## src/rtl/fault_agg_pkg.sv

```systemverilog
// Shared types and helpers for the fault aggregator: health FSM encoding,
// default channel counts and a popcount used for the error/warning counts.
package fault_agg_pkg;

  typedef enum logic [1:0] {
    S_OK      = 2'd0,
    S_WARN    = 2'd1,
    S_FAULT   = 2'd2,
    S_RECOVER = 2'd3
  } state_t;

  localparam int DEF_NUM_ERR  = 6;
  localparam int DEF_NUM_WARN = 6;
  localparam int MAX_CHANNELS = 16;

  function automatic logic [4:0] popcount(input logic [MAX_CHANNELS-1:0] v);
    logic [4:0] sum;
    sum = 5'd0;
    for (int i = 0; i < MAX_CHANNELS; i++) begin
      sum = sum + {4'd0, v[i]};
    end
    return sum;
  endfunction

endpackage

```

## src/rtl/fault_filter.sv

```systemverilog
// One persistence-filtered channel: the filtered value follows raw only after
// raw has disagreed with it on FILTER_CYC consecutive clock edges.
module fault_filter #(
  parameter int FILTER_CYC = 4
) (
  input  logic clk,
  input  logic rst,
  input  logic raw,
  output logic filtered,
  output logic filt_next
);

  localparam int CW = (FILTER_CYC > 1) ? $clog2(FILTER_CYC) : 1;
  localparam logic [CW-1:0] LAST = CW'(FILTER_CYC - 1);

  logic [CW-1:0] cnt_r;
  logic [CW-1:0] cnt_next_s;
  logic          filtered_r;
  logic          filt_next_s;

  // Any agreement between raw and filtered restarts the persistence count.
  always_comb begin
    cnt_next_s  = '0;
    filt_next_s = filtered_r;
    if (raw != filtered_r) begin
      if (cnt_r == LAST) begin
        filt_next_s = raw;
        cnt_next_s  = '0;
      end else begin
        cnt_next_s  = cnt_r + CW'(1);
      end
    end else begin
      cnt_next_s = '0;
    end
  end

  // Filter state registers.
  always_ff @(posedge clk or posedge rst) begin
    if (rst) begin
      cnt_r      <= '0;
      filtered_r <= 1'b0;
    end else begin
      cnt_r      <= cnt_next_s;
      filtered_r <= filt_next_s;
    end
  end

  assign filtered  = filtered_r;
  assign filt_next = filt_next_s;

endmodule

```

## src/rtl/fault_aggregator.sv

```systemverilog
// Error/warning aggregator: filtering, sticky error latches, display rotator and
// health FSM. Define FAULT_AGG_HISTORY_EN for per-error occurrence counters.
module fault_aggregator
  import fault_agg_pkg::*;
#(
  parameter int                 NUM_ERR     = DEF_NUM_ERR,
  parameter int                 NUM_WARN    = DEF_NUM_WARN,
  parameter logic [NUM_ERR-1:0] CRIT_MASK   = {NUM_ERR{1'b1}},
  parameter int                 FILTER_CYC  = 4,
  parameter int                 ROTATE_CYC  = 50_000_000,
  parameter int                 RECOVER_CYC = 1024
) (
  input  logic                                        clk,
  input  logic                                        rst,
  input  logic [NUM_ERR-1:0]                          err_raw,
  input  logic [NUM_WARN-1:0]                         warn_raw,
  input  logic                                        clear,
  output logic [NUM_ERR-1:0]                          err_latched,
  output logic [NUM_WARN-1:0]                         warn_active,
  output logic                                        critical_error,
  output logic                                        error_present,
  output logic [$clog2(NUM_ERR+1)-1:0]                error_count,
  output logic [$clog2(NUM_WARN+1)-1:0]               warning_count,
  output logic                                        disp_valid,
  output logic [((NUM_ERR > 1) ? $clog2(NUM_ERR) : 1)-1:0] disp_id,
`ifdef FAULT_AGG_HISTORY_EN
  input  logic [((NUM_ERR > 1) ? $clog2(NUM_ERR) : 1)-1:0] hist_sel,
  output logic [7:0]                                  hist_count,
`endif
  output state_t                                      sys_state
);

  localparam int ID_W = (NUM_ERR > 1) ? $clog2(NUM_ERR) : 1;
  localparam int EC_W = $clog2(NUM_ERR + 1);
  localparam int WC_W = $clog2(NUM_WARN + 1);
  localparam int DW_W = $clog2(ROTATE_CYC);
  localparam int RC_W = (RECOVER_CYC > 1) ? $clog2(RECOVER_CYC) : 1;
  localparam logic [DW_W-1:0] DW_LAST  = DW_W'(ROTATE_CYC - 1);
  localparam logic [RC_W-1:0] REC_LAST = RC_W'(RECOVER_CYC - 1);

  logic [NUM_ERR-1:0]  err_filt_s;
  logic [NUM_ERR-1:0]  err_filt_next_s;
  logic [NUM_WARN-1:0] warn_next_unused_s;
  logic [NUM_ERR-1:0]  err_latched_r;
  logic [NUM_ERR-1:0]  err_next_s;
  logic                warn_any_s;

  for (genvar g = 0; g < NUM_ERR; g++) begin : g_err_filt
    fault_filter #(.FILTER_CYC(FILTER_CYC)) u_filt (
      .clk       (clk),
      .rst       (rst),
      .raw       (err_raw[g]),
      .filtered  (err_filt_s[g]),
      .filt_next (err_filt_next_s[g])
    );
  end

  for (genvar g = 0; g < NUM_WARN; g++) begin : g_warn_filt
    fault_filter #(.FILTER_CYC(FILTER_CYC)) u_filt (
      .clk       (clk),
      .rst       (rst),
      .raw       (warn_raw[g]),
      .filtered  (warn_active[g]),
      .filt_next (warn_next_unused_s[g])
    );
  end

  // Latch takes the filter's next value so it sets on the same edge the filter flips; set beats clear.
  always_comb begin
    err_next_s = err_latched_r;
    for (int i = 0; i < NUM_ERR; i++) begin
      if (err_filt_next_s[i]) begin
        err_next_s[i] = 1'b1;
      end else if (clear) begin
        err_next_s[i] = 1'b0;
      end else begin
        err_next_s[i] = err_latched_r[i];
      end
    end
  end

  // Sticky error latch register.
  always_ff @(posedge clk or posedge rst) begin
    if (rst) begin
      err_latched_r <= '0;
    end else begin
      err_latched_r <= err_next_s;
    end
  end

  assign err_latched    = err_latched_r;
  assign error_present  = |err_latched_r;
  assign critical_error = |(err_latched_r & CRIT_MASK);
  assign warn_any_s     = |warn_active;
  assign error_count    = EC_W'(popcount(MAX_CHANNELS'(err_latched_r)));
  assign warning_count  = WC_W'(popcount(MAX_CHANNELS'(warn_active)));

  // ---------------- display rotator ----------------
  logic [ID_W-1:0] disp_id_r;
  logic            disp_valid_r;
  logic [DW_W-1:0] dwell_r;
  logic [ID_W-1:0] lowest_s;
  logic [ID_W-1:0] above_s;
  logic [ID_W-1:0] step_s;
  logic            has_above_s;
  logic            hit_s;
  logic            cur_set_s;

  // Lowest set index overall and lowest set index strictly above the displayed one.
  always_comb begin
    lowest_s    = '0;
    above_s     = '0;
    has_above_s = 1'b0;
    hit_s       = 1'b0;
    for (int j = NUM_ERR - 1; j >= 0; j--) begin
      lowest_s    = err_latched_r[j] ? ID_W'(j) : lowest_s;
      hit_s       = err_latched_r[j] && (ID_W'(j) > disp_id_r);
      above_s     = hit_s ? ID_W'(j) : above_s;
      has_above_s = has_above_s | hit_s;
    end
    step_s    = has_above_s ? above_s : lowest_s;
    cur_set_s = err_latched_r[disp_id_r];
  end

  // Rotator registers: dwell restarts whenever the displayed index changes.
  always_ff @(posedge clk or posedge rst) begin
    if (rst) begin
      disp_valid_r <= 1'b0;
      disp_id_r    <= '0;
      dwell_r      <= '0;
    end else if (!error_present) begin
      disp_valid_r <= 1'b0;
      disp_id_r    <= '0;
      dwell_r      <= '0;
    end else if (!disp_valid_r) begin
      disp_valid_r <= 1'b1;
      disp_id_r    <= lowest_s;
      dwell_r      <= '0;
    end else if (!cur_set_s || (dwell_r == DW_LAST)) begin
      disp_id_r    <= step_s;
      dwell_r      <= '0;
    end else begin
      dwell_r      <= dwell_r + DW_W'(1);
    end
  end

  assign disp_valid = disp_valid_r & error_present;
  assign disp_id    = error_present ? disp_id_r : '0;

  // ---------------- health FSM ----------------
  state_t          state_r;
  state_t          state_next_s;
  logic [RC_W-1:0] rec_r;
  logic [RC_W-1:0] rec_next_s;

  // Next-state logic; the recover timer only runs while staying in S_RECOVER.
  always_comb begin
    state_next_s = state_r;
    rec_next_s   = '0;
    case (state_r)
      S_OK: begin
        if (error_present)   state_next_s = S_FAULT;
        else if (warn_any_s) state_next_s = S_WARN;
        else                 state_next_s = S_OK;
      end
      S_WARN: begin
        if (error_present)    state_next_s = S_FAULT;
        else if (!warn_any_s) state_next_s = S_OK;
        else                  state_next_s = S_WARN;
      end
      S_FAULT: begin
        if (!error_present) state_next_s = S_RECOVER;
        else                state_next_s = S_FAULT;
      end
      S_RECOVER: begin
        if (error_present)         state_next_s = S_FAULT;
        else if (rec_r == REC_LAST) state_next_s = warn_any_s ? S_WARN : S_OK;
        else                       state_next_s = S_RECOVER;
      end
      default: state_next_s = S_OK;
    endcase
    if ((state_r == S_RECOVER) && (state_next_s == S_RECOVER)) begin
      rec_next_s = rec_r + RC_W'(1);
    end else begin
      rec_next_s = '0;
    end
  end

  // FSM and recover timer registers.
  always_ff @(posedge clk or posedge rst) begin
    if (rst) begin
      state_r <= S_OK;
      rec_r   <= '0;
    end else begin
      state_r <= state_next_s;
      rec_r   <= rec_next_s;
    end
  end

  assign sys_state = state_r;

`ifdef FAULT_AGG_HISTORY_EN
  logic [7:0] hist_r [NUM_ERR];

  // Saturating occurrence counters, bumped on each rising edge of a latch bit.
  always_ff @(posedge clk or posedge rst) begin
    if (rst) begin
      for (int i = 0; i < NUM_ERR; i++) hist_r[i] <= 8'd0;
    end else begin
      for (int i = 0; i < NUM_ERR; i++) begin
        if (err_next_s[i] && !err_latched_r[i] && (hist_r[i] != 8'hFF)) begin
          hist_r[i] <= hist_r[i] + 8'd1;
        end
      end
    end
  end

  // Out-of-range selects match no entry and read back zero.
  always_comb begin
    hist_count = 8'd0;
    for (int i = 0; i < NUM_ERR; i++) begin
      hist_count = (hist_sel == ID_W'(i)) ? hist_r[i] : hist_count;
    end
  end
`endif

endmodule

```

## config.mk

```make
export PLATFORM = sky130hd
export DESIGN_NAME = fault_aggregator
export DESIGN_NICKNAME = d
export VERILOG_FILES = /design/src/rtl/fault_agg_pkg.sv /design/src/rtl/fault_filter.sv /design/src/rtl/fault_aggregator.sv
export SDC_FILE = /design/constraint.sdc
export NUM_CORES = 1
export LEC_CHECK = 0
export CAP_MARGIN = 40
export CORE_UTILIZATION = 45
export CTS_BUF_LIST = sky130_fd_sc_hd__clkbuf_4 sky130_fd_sc_hd__clkbuf_8 sky130_fd_sc_hd__clkbuf_16
export DETAILED_ROUTE_END_ITERATION = 10
export PLACE_DENSITY = 0.65
export SLEW_MARGIN = 10
export SYNTH_ARGS = -nofsm -noshare
export SYNTH_HDL_FRONTEND = slang
export SYNTH_SLANG_ARGS = --single-unit
```

## constraint.sdc

```tcl
create_clock -name clk -period 3.6 [get_ports clk]
set_input_delay 0.72 -clock clk [delete_from_list [all_inputs] [get_ports clk]]
set_output_delay 0.72 -clock clk [all_outputs]
set_load 0.02 [all_outputs]
```

==> qor.yml, run 1 <==
status:
  status: "finished, final reports clean"
finish:
  n_antenna_cell: 0
  final_cell_mix: "dfrtp_1 (84), nor2_1 (50), clkdlybuf4s50_1 (36)"
  fin_nets: 458
  layout_commonest_cell: "dfrtp_1"
  area_growth_pct: 16.3
  drive_gt1_share_pct: 9.43
  final-instance-count-excl-fill: 532
floorplanning:
  fp.dieW_um: 97.5
  dieArea_um2: 9510
  initial_core_util_pct: 46.8
  ios: 41
  die_h_um: 97.5
  num_rows: 34
  fp.coreArea_um2: 8760
placed_design:
  gp_congestion: 0.810
  placedCellCount: 516
  dp_hpwl_um: 5020
  portBuffers: 40
route:
  wl_per_cell_um: 13.2
  drt_iter0_drc: 110
  vias_per_cell: 5.02
  first_pass_iters: 4
  drt_wl_total_um: 7010
  vias: 2673
  antenna_left: 0
  drc: 0
synth:
  yosys_warnings: 0
  synthFlopType: "dfrtp_1"
  synth_nets: 413
  async_flop_share_pct: 100
  netlist_area_um2: 4110
  synth_cell_type_count: 41
  postSynthCellCount: 374
  synth_top_area_share_pct: 51.2
  ys_top_cells_by_area: "dfrtp_1 (51%), xnor2_1 (6.6%), ha_1 (5.5%), nor2_1 (4.6%), fa_1 (2.9%)"
  synth.ff_latch_count: 84
  synth-edff-count: 0
  syn_area_per_cell_um2: 11.0
  yosysSeqAreaShare_pct: 51.2
  yosysTopAreaCell: "dfrtp_1"
worst_setup_path:
  crit_chain: "fa_1, inv_1, fa_1, inv_1, ha_1, fa_1, dlygate4sd2_1"
  critical_path_required_ns: 2.88
  crit_fanout: 4
  crit_slowest_cell: "fa_1"
  crit_path_frequent_cell: "fa_1"
  cp-end-kind: "output pin"
  critPathKind: "reg -> out"
  cp_slowest_stage_delay_ns: 0.52
  start_kind: "flop"
  critPathArrivalTime_ns: 2.75
sta:
  skew_ns: 0.00596
  slew_viol_final: 0
  hold_viol_final: 0
  rsz0062_at_grt: "no"
  finalCritPeriodShare_pct: 96.3
  fmax_ghz: 0.288
  slew-limit-headroom_pct: 48.4
  tns_ns: 0
  worstMarginPinSlew_ns: 0.764
  finalSetupViolations: 0
  finalCriticalPeriod_ns: 3.47
clocking:
  cts_sinks: 84
  cts-buffers-inserted: 9
  post_cts_buffers: 0
  cts_max_level: 3
  cts_tree: "done"
  clk_latency_ns: 0.34
  path_clk_slew_ns: 0.08
  clockBufferDepth: 2
  clock_tree.root_cell: "clkbuf_8"
power:
  power_leakage_nw: 2.11
  power_density_nw_per_um2: 848
  vdd_ir_drop_max_mv: 0.975
global_route:
  grt_remaining_overflow: 0
  track_usage_pct: 16.2
  grt_pass1_vias: 2660
  grt_max_degree: 40
  grt_first_pass_wirelength_um: 12500
  grt_antenna_before_repair: 0
run:
  maxCapViolCount: 0
hold_path:
  hp-class: "reg -> reg"
[through the flow]
stage               hold slack (ns)  util [%]  total power [mW]  setup WS [ns]  cell area (um^2)
floorplan                     0.414         -              2.93          0.505              4110
global placement              0.424      52.4              3.50          0.140              4590
detailed placement            0.430      52.4              3.56          0.111              4590
CTS                           0.446      54.6              4.13        0.00865              4780
global route                  0.459      54.5              4.38         0.0249              4770
finish                        0.440      54.5              4.05          0.131              4770
[state kept, by name, summed over array words and instances, names as in the netlist]
| name | cells |
|---|---|
| disp_id_r | 3 |
| disp_valid_r | 1 |
| dwell_r | 26 |
| err_latched | 6 |
| g_err_filt.u_filt.cnt_r | 12 |
| g_err_filt.u_filt.filtered | 6 |
| g_warn_filt.u_filt.cnt_r | 12 |
| g_warn_filt.u_filt.filtered | 6 |
| rec_r | 10 |
| sys_state | 2 |
[where the power goes]
part	leakage (nW)	total (mW)	internal (mW)	switching, mW
Sequential	1.09	1.39	1.19	0.203
Combinational	0.922	2.03	0.939	1.09
Clock	0.0951	0.629	0.314	0.315
[worst paths after layout]
check	start	end	slack, ns	cells past startpoint
max	g_warn_filt[1].u_filt.filtered$_DFFE_PP0P_	warning_count[2]	0.13	7
min	g_err_filt[1].u_filt.cnt_r[0]$_DFF_PP0_	g_err_filt[1].u_filt.cnt_r[0]$_DFF_PP0_	0.44	1
max reg2reg	disp_id_r[0]$_DFFE_PP0P_	dwell_r[8]$_DFF_PP0_	1.42	6
min reg2reg	g_err_filt[1].u_filt.cnt_r[0]$_DFF_PP0_	g_err_filt[1].u_filt.cnt_r[0]$_DFF_PP0_	0.44	1
max in group asynchronous	rst	disp_valid_r$_DFF_PP0_	2.09	3
min in group asynchronous	rst	dwell_r[12]$_DFF_PP0_	0.78	2
[cells in the mapped netlist (all sizes together) (8+ instances only)]
master and n:
and2 8, buf 14, dfrtp 84, ha 18, inv 25, mux2 9, nand2 16, nand3 12
nor2 50, nor2b 13, nor3 16, o21ai 8, xnor2 31, xor2 13
[metal layers]
metal / wire, um / share of wire, % / vias to the layer above / GRT usage (%)
met3: 256 / 3.6 / 9 / 4.10
met1: 3520 / 50 / 1294 / 22.8
met5: 0 / 0 / - / 0
met2: 3150 / 45 / 47 / 24.6
met4: 91 / 1.3 / 0 / 5.54
li1: - / - / 1323 / -
[what timing repair did]
item | CTS | global route
endpoints found under the setup margin | 4 | 2
endpoints found under the hold margin | 0 | 0
hold buffers | 0 | 0
resized for setup | 5 | 3
pin swaps | 0 | 0
[cell type report]
class / count / area (um^2)
clock inverter: 3 / 20.0
sequential: 84 / 2100
timing repair buffer: 49 / 455
multi-input combinational: 250 / 1790
clock buffer: 13 / 173
fill: 764 / 3990
inverter: 25 / 95.1
tap: 108 / 135
[critical path: cells and delay by family (launching register included)]
family | cells | cell delay [ns]
adders and majority gates | 4 | 1.54
buffers and inverters | 3 | 0.43
DFF | 1 | 0.44
[logic make-up (layout without fill, tap and decap cells)]
group,Yosys count,count (layout),share of synthesized area [%]
and+or+nand+nor,143,143,17.6
DFF,84,84,51.2
xor gates and xnor gates,44,44,9.39
buffers and inverters,40,90,5.12
AOI/OAI and AO/OA,28,28,4.91
adders and majority gates,24,24,8.41
muxes,11,11,3.35
(Power assumes the default switching activity.)
==> inputs of run 2 (changes only) <==
--- a/config.mk
+++ b/config.mk
@@ -9,8 +9,9 @@
 export CORE_UTILIZATION = 45
 export CTS_BUF_LIST = sky130_fd_sc_hd__clkbuf_4 sky130_fd_sc_hd__clkbuf_8 sky130_fd_sc_hd__clkbuf_16
 export DETAILED_ROUTE_END_ITERATION = 10
-export PLACE_DENSITY = 0.65
+export PLACE_DENSITY = 0.68
 export SLEW_MARGIN = 10
 export SYNTH_ARGS = -nofsm -noshare
 export SYNTH_HDL_FRONTEND = slang
 export SYNTH_SLANG_ARGS = --single-unit
+export TNS_END_PERCENT = 10
==> constraint.sdc (replaced) <==
create_clock -name clk -period 2.8 [get_ports clk]
set_input_delay 0.56 -clock clk [delete_from_list [all_inputs] [get_ports clk]]
set_output_delay 0.56 -clock clk [all_outputs]
set_load 0.02 [all_outputs]
==> qor.yml, run 2 (same netlist as run 1, synthesis figures left out) <==
route:
  wl_per_cell_um: 13.2  # +0.29%
  drc: 0  # unchanged
  drt_iter0_drc: 162  # +47%
  vias_per_cell: 5.07  # +0.85%
  vias: 2726  # +2.0%
  drt_wl_total_um: 7110  # +1.4%
  antenna_left: 0  # unchanged
  first_pass_iters: 4  # unchanged
clocking:
  path_clk_slew_ns: 0.08  # about the same
  clk_latency_ns: 0.35  # about the same
  cts_hold_buf: 0  # unchanged
  cts_max_level: 3  # unchanged
  cts_tree: "done"
  clock_tree.root_cell: "clkbuf_8"
  clockBufferDepth: 2  # unchanged
  cts-buffers-inserted: 9  # unchanged
  cts_sinks: 84  # unchanged
power:
  vdd_ir_drop_max_mv: 1.26  # +29%
  power_leakage_nw: 2.16  # +2.4%
  power_density_nw_per_um2: 1140  # +34%
finish:
  area_growth_pct: 18.9
  n_fill_cell: 781  # +2.2%
  final_cell_mix: "dfrtp_1 (82), nor2_1 (49), clkdlybuf4s50_1 (34)"
  seq_area_um2: 2100  # +0.12%
  largest_reg_flops: 26  # unchanged
  post-route-util_pct: 55.7  # +1.2 points
  layout_commonest_cell: "dfrtp_1"
  largest-register: "dwell_r"
  fin_nets: 466  # +1.7%
  top_regs: "dwell_r: 26 flops, g_err_filt.u_filt.cnt_r: 12 flops, g_warn_filt.u_filt.cnt_r: 12 flops"
  n_antenna_cell: 0  # unchanged
  multi_input_area_um2: 1810  # +0.98%
  drive_gt1_share_pct: 12.8  # +3.4 points
sta:
  slew-limit-headroom_pct: 67.1  # +19 points
  worstMarginPinSlew_ns: 0.487  # -0.277 ns
  layout_setup_ws_ns: -0.442  # -0.574 ns
  rsz0062_at_grt: "yes"
  finalCriticalPeriod_ns: 3.24
  finalSetupViolations: 6  # +6
  fmax_ghz: 0.308
  tns_ns: -1.64  # -1.64 ns
  slew_viol_final: 0  # unchanged
  finalCritPeriodShare_pct: 116
  hold_viol_final: 0  # unchanged
  skew_ns: 0.0118  # +0.00586 ns
floorplanning:
  fp.dieW_um: 97.5  # unchanged
  die_h_um: 97.5  # unchanged
  dieArea_um2: 9510  # unchanged
  num_rows: 34  # unchanged
  initial_core_util_pct: 46.8  # unchanged
  fp.coreArea_um2: 8760  # unchanged
  ios: 41  # unchanged
worst_setup_path:
  cp_slowest_stage_delay_ns: 0.53  # about the same
  crit_path_frequent_cell: "fa_1"
  crit_fanout: 2  # -2
  cp-end-kind: "output pin"
  crit_slowest_cell: "fa_1"
  critical_path_required_ns: 2.24  # -0.64 ns
  path_buf_inv: 3  # unchanged
  crit_family: "adder cells"
  crit_start: "err_latched[0]$_DFFE_PP0P_"
  start_kind: "flop"
  r2r-start: "disp_id_r[0]$_DFFE_PP0P_"
  critPathKind: "reg -> out"
  crit_chain: "fa_1, inv_1, fa_1, inv_1, ha_2, fa_1, buf_6"
  critPathArrivalTime_ns: 2.68  # -0.07 ns
hold_path:
  hp-class: "reg -> reg"
  hp-start: "g_err_filt[0].u_filt.cnt_r[0]$_DFF_PP0_"
global_route:
  grt_antenna_before_repair: 0  # unchanged
  grt_most_used_layer: "met2"
  grt_max_degree: 85  # +110%
  met2_usage_pct: 25.4  # +0.86 points
  use_met1_pct: 23.1  # +0.31 points
  track_usage_pct: 16.6  # +0.35 points
  grt_first_pass_wirelength_um: 12600  # +1.1%
  grt_pass1_vias: 2742  # +3.1%
  grt_remaining_overflow: 0  # unchanged
  grt_use_met3_pct: 4.03  # -0.072 points
placed_design:
  portBuffers: 40  # unchanged
  gp_congestion: 0.807  # -0.33%
  dp_hpwl_um: 5090  # +1.4%
status:
  violations: "negative setup slack"
  status: "finished, violations left"
run:
  maxCapViolCount: 0  # unchanged
==> run 2: cell types whose count changed in the layout (fill, tap and decap cells not counted), moves of 2 or more <==
cell             delta
bufinv_16           +2
clkbuf_8            -3
dfrtp_1             -2
buf_2               +3
dlygate4sd2_1       -2
buf_6               +3
clkdlybuf4s50_1     -2
buf_4               +7
clkbuf_2            -2
dfrtp_2             +2
==> run 2: final cells by class <==
type	count	area share, %
Multi-Input combinational cell	250	37.1
Tap cell	108	2.77
Clock buffer	11	2.85
Timing Repair Buffer	57	10.8
Clock inverter	3	1.33
Inverter	25	2.00
Sequential cell	84	43.1
==> run 2: power breakdown <==
group,leakage (nW),total (mW),switching [mW],internal [mW]
Sequential,1.09,1.76,0.228,1.53
Combinational,0.964,2.89,1.51,1.38
Clock,0.106,0.907,0.395,0.512
Total,2.16,5.55,2.13,3.42
==> run 2: worst reg2reg max path, delay by kind of cell, from the launching register on <==
kind,cells,cell delay [ns]
simple gates,3,0.52
buf+inv,1,0.31
mux,1,0.53
compound gates,1,0.19
flops,1,0.53
==> run 2: stage by stage <==
step	hold slack [ns]	total power [mW]	cells	setup WS [ns]	cell area [um^2]
2_1_floorplan	0.414	3.77	374	-0.0860	4110
3_3_place_gp	0.424	4.58	523	-0.498	4660
3_5_place_dp	0.430	4.68	523	-0.523	4660
4_1_cts	0.445	5.48	538	-0.435	4860
5_1_grt	0.451	5.96	538	-0.523	4880
6_report	0.438	5.55	538	-0.442	4880
==> run 2: final timing paths <==
path	to	slack (ns)	cells past startpoint
worst max-delay path	error_count[1]	-0.44	7
worst min-delay path	g_err_filt[0].u_filt.cnt_r[0]$_DFF_PP0_	0.44	1
worst max register to register	dwell_r[18]$_DFF_PP0_	0.61	6
worst min register to register	g_err_filt[0].u_filt.cnt_r[0]$_DFF_PP0_	0.44	1
max in group asynchronous	err_latched[0]$_DFFE_PP0P_	1.77	3
min in group asynchronous	rec_r[2]$_DFF_PP0_	0.67	3
==> run 2: timing repair <==
item,4_1_cts,5_1_grt
endpoints found under the setup margin,10,8
cloned,0,0
setup buffers,1,0
gates resized for setup,29,5
pin swaps,0,1
==> run 2: routing by layer <==
metal  routed length, um  vias to the layer above
met5                   0                        -
met4                 100                        0
met3                 199                        8
met2                3310                       33
met1                3510                     1344
li1                    -                     1341
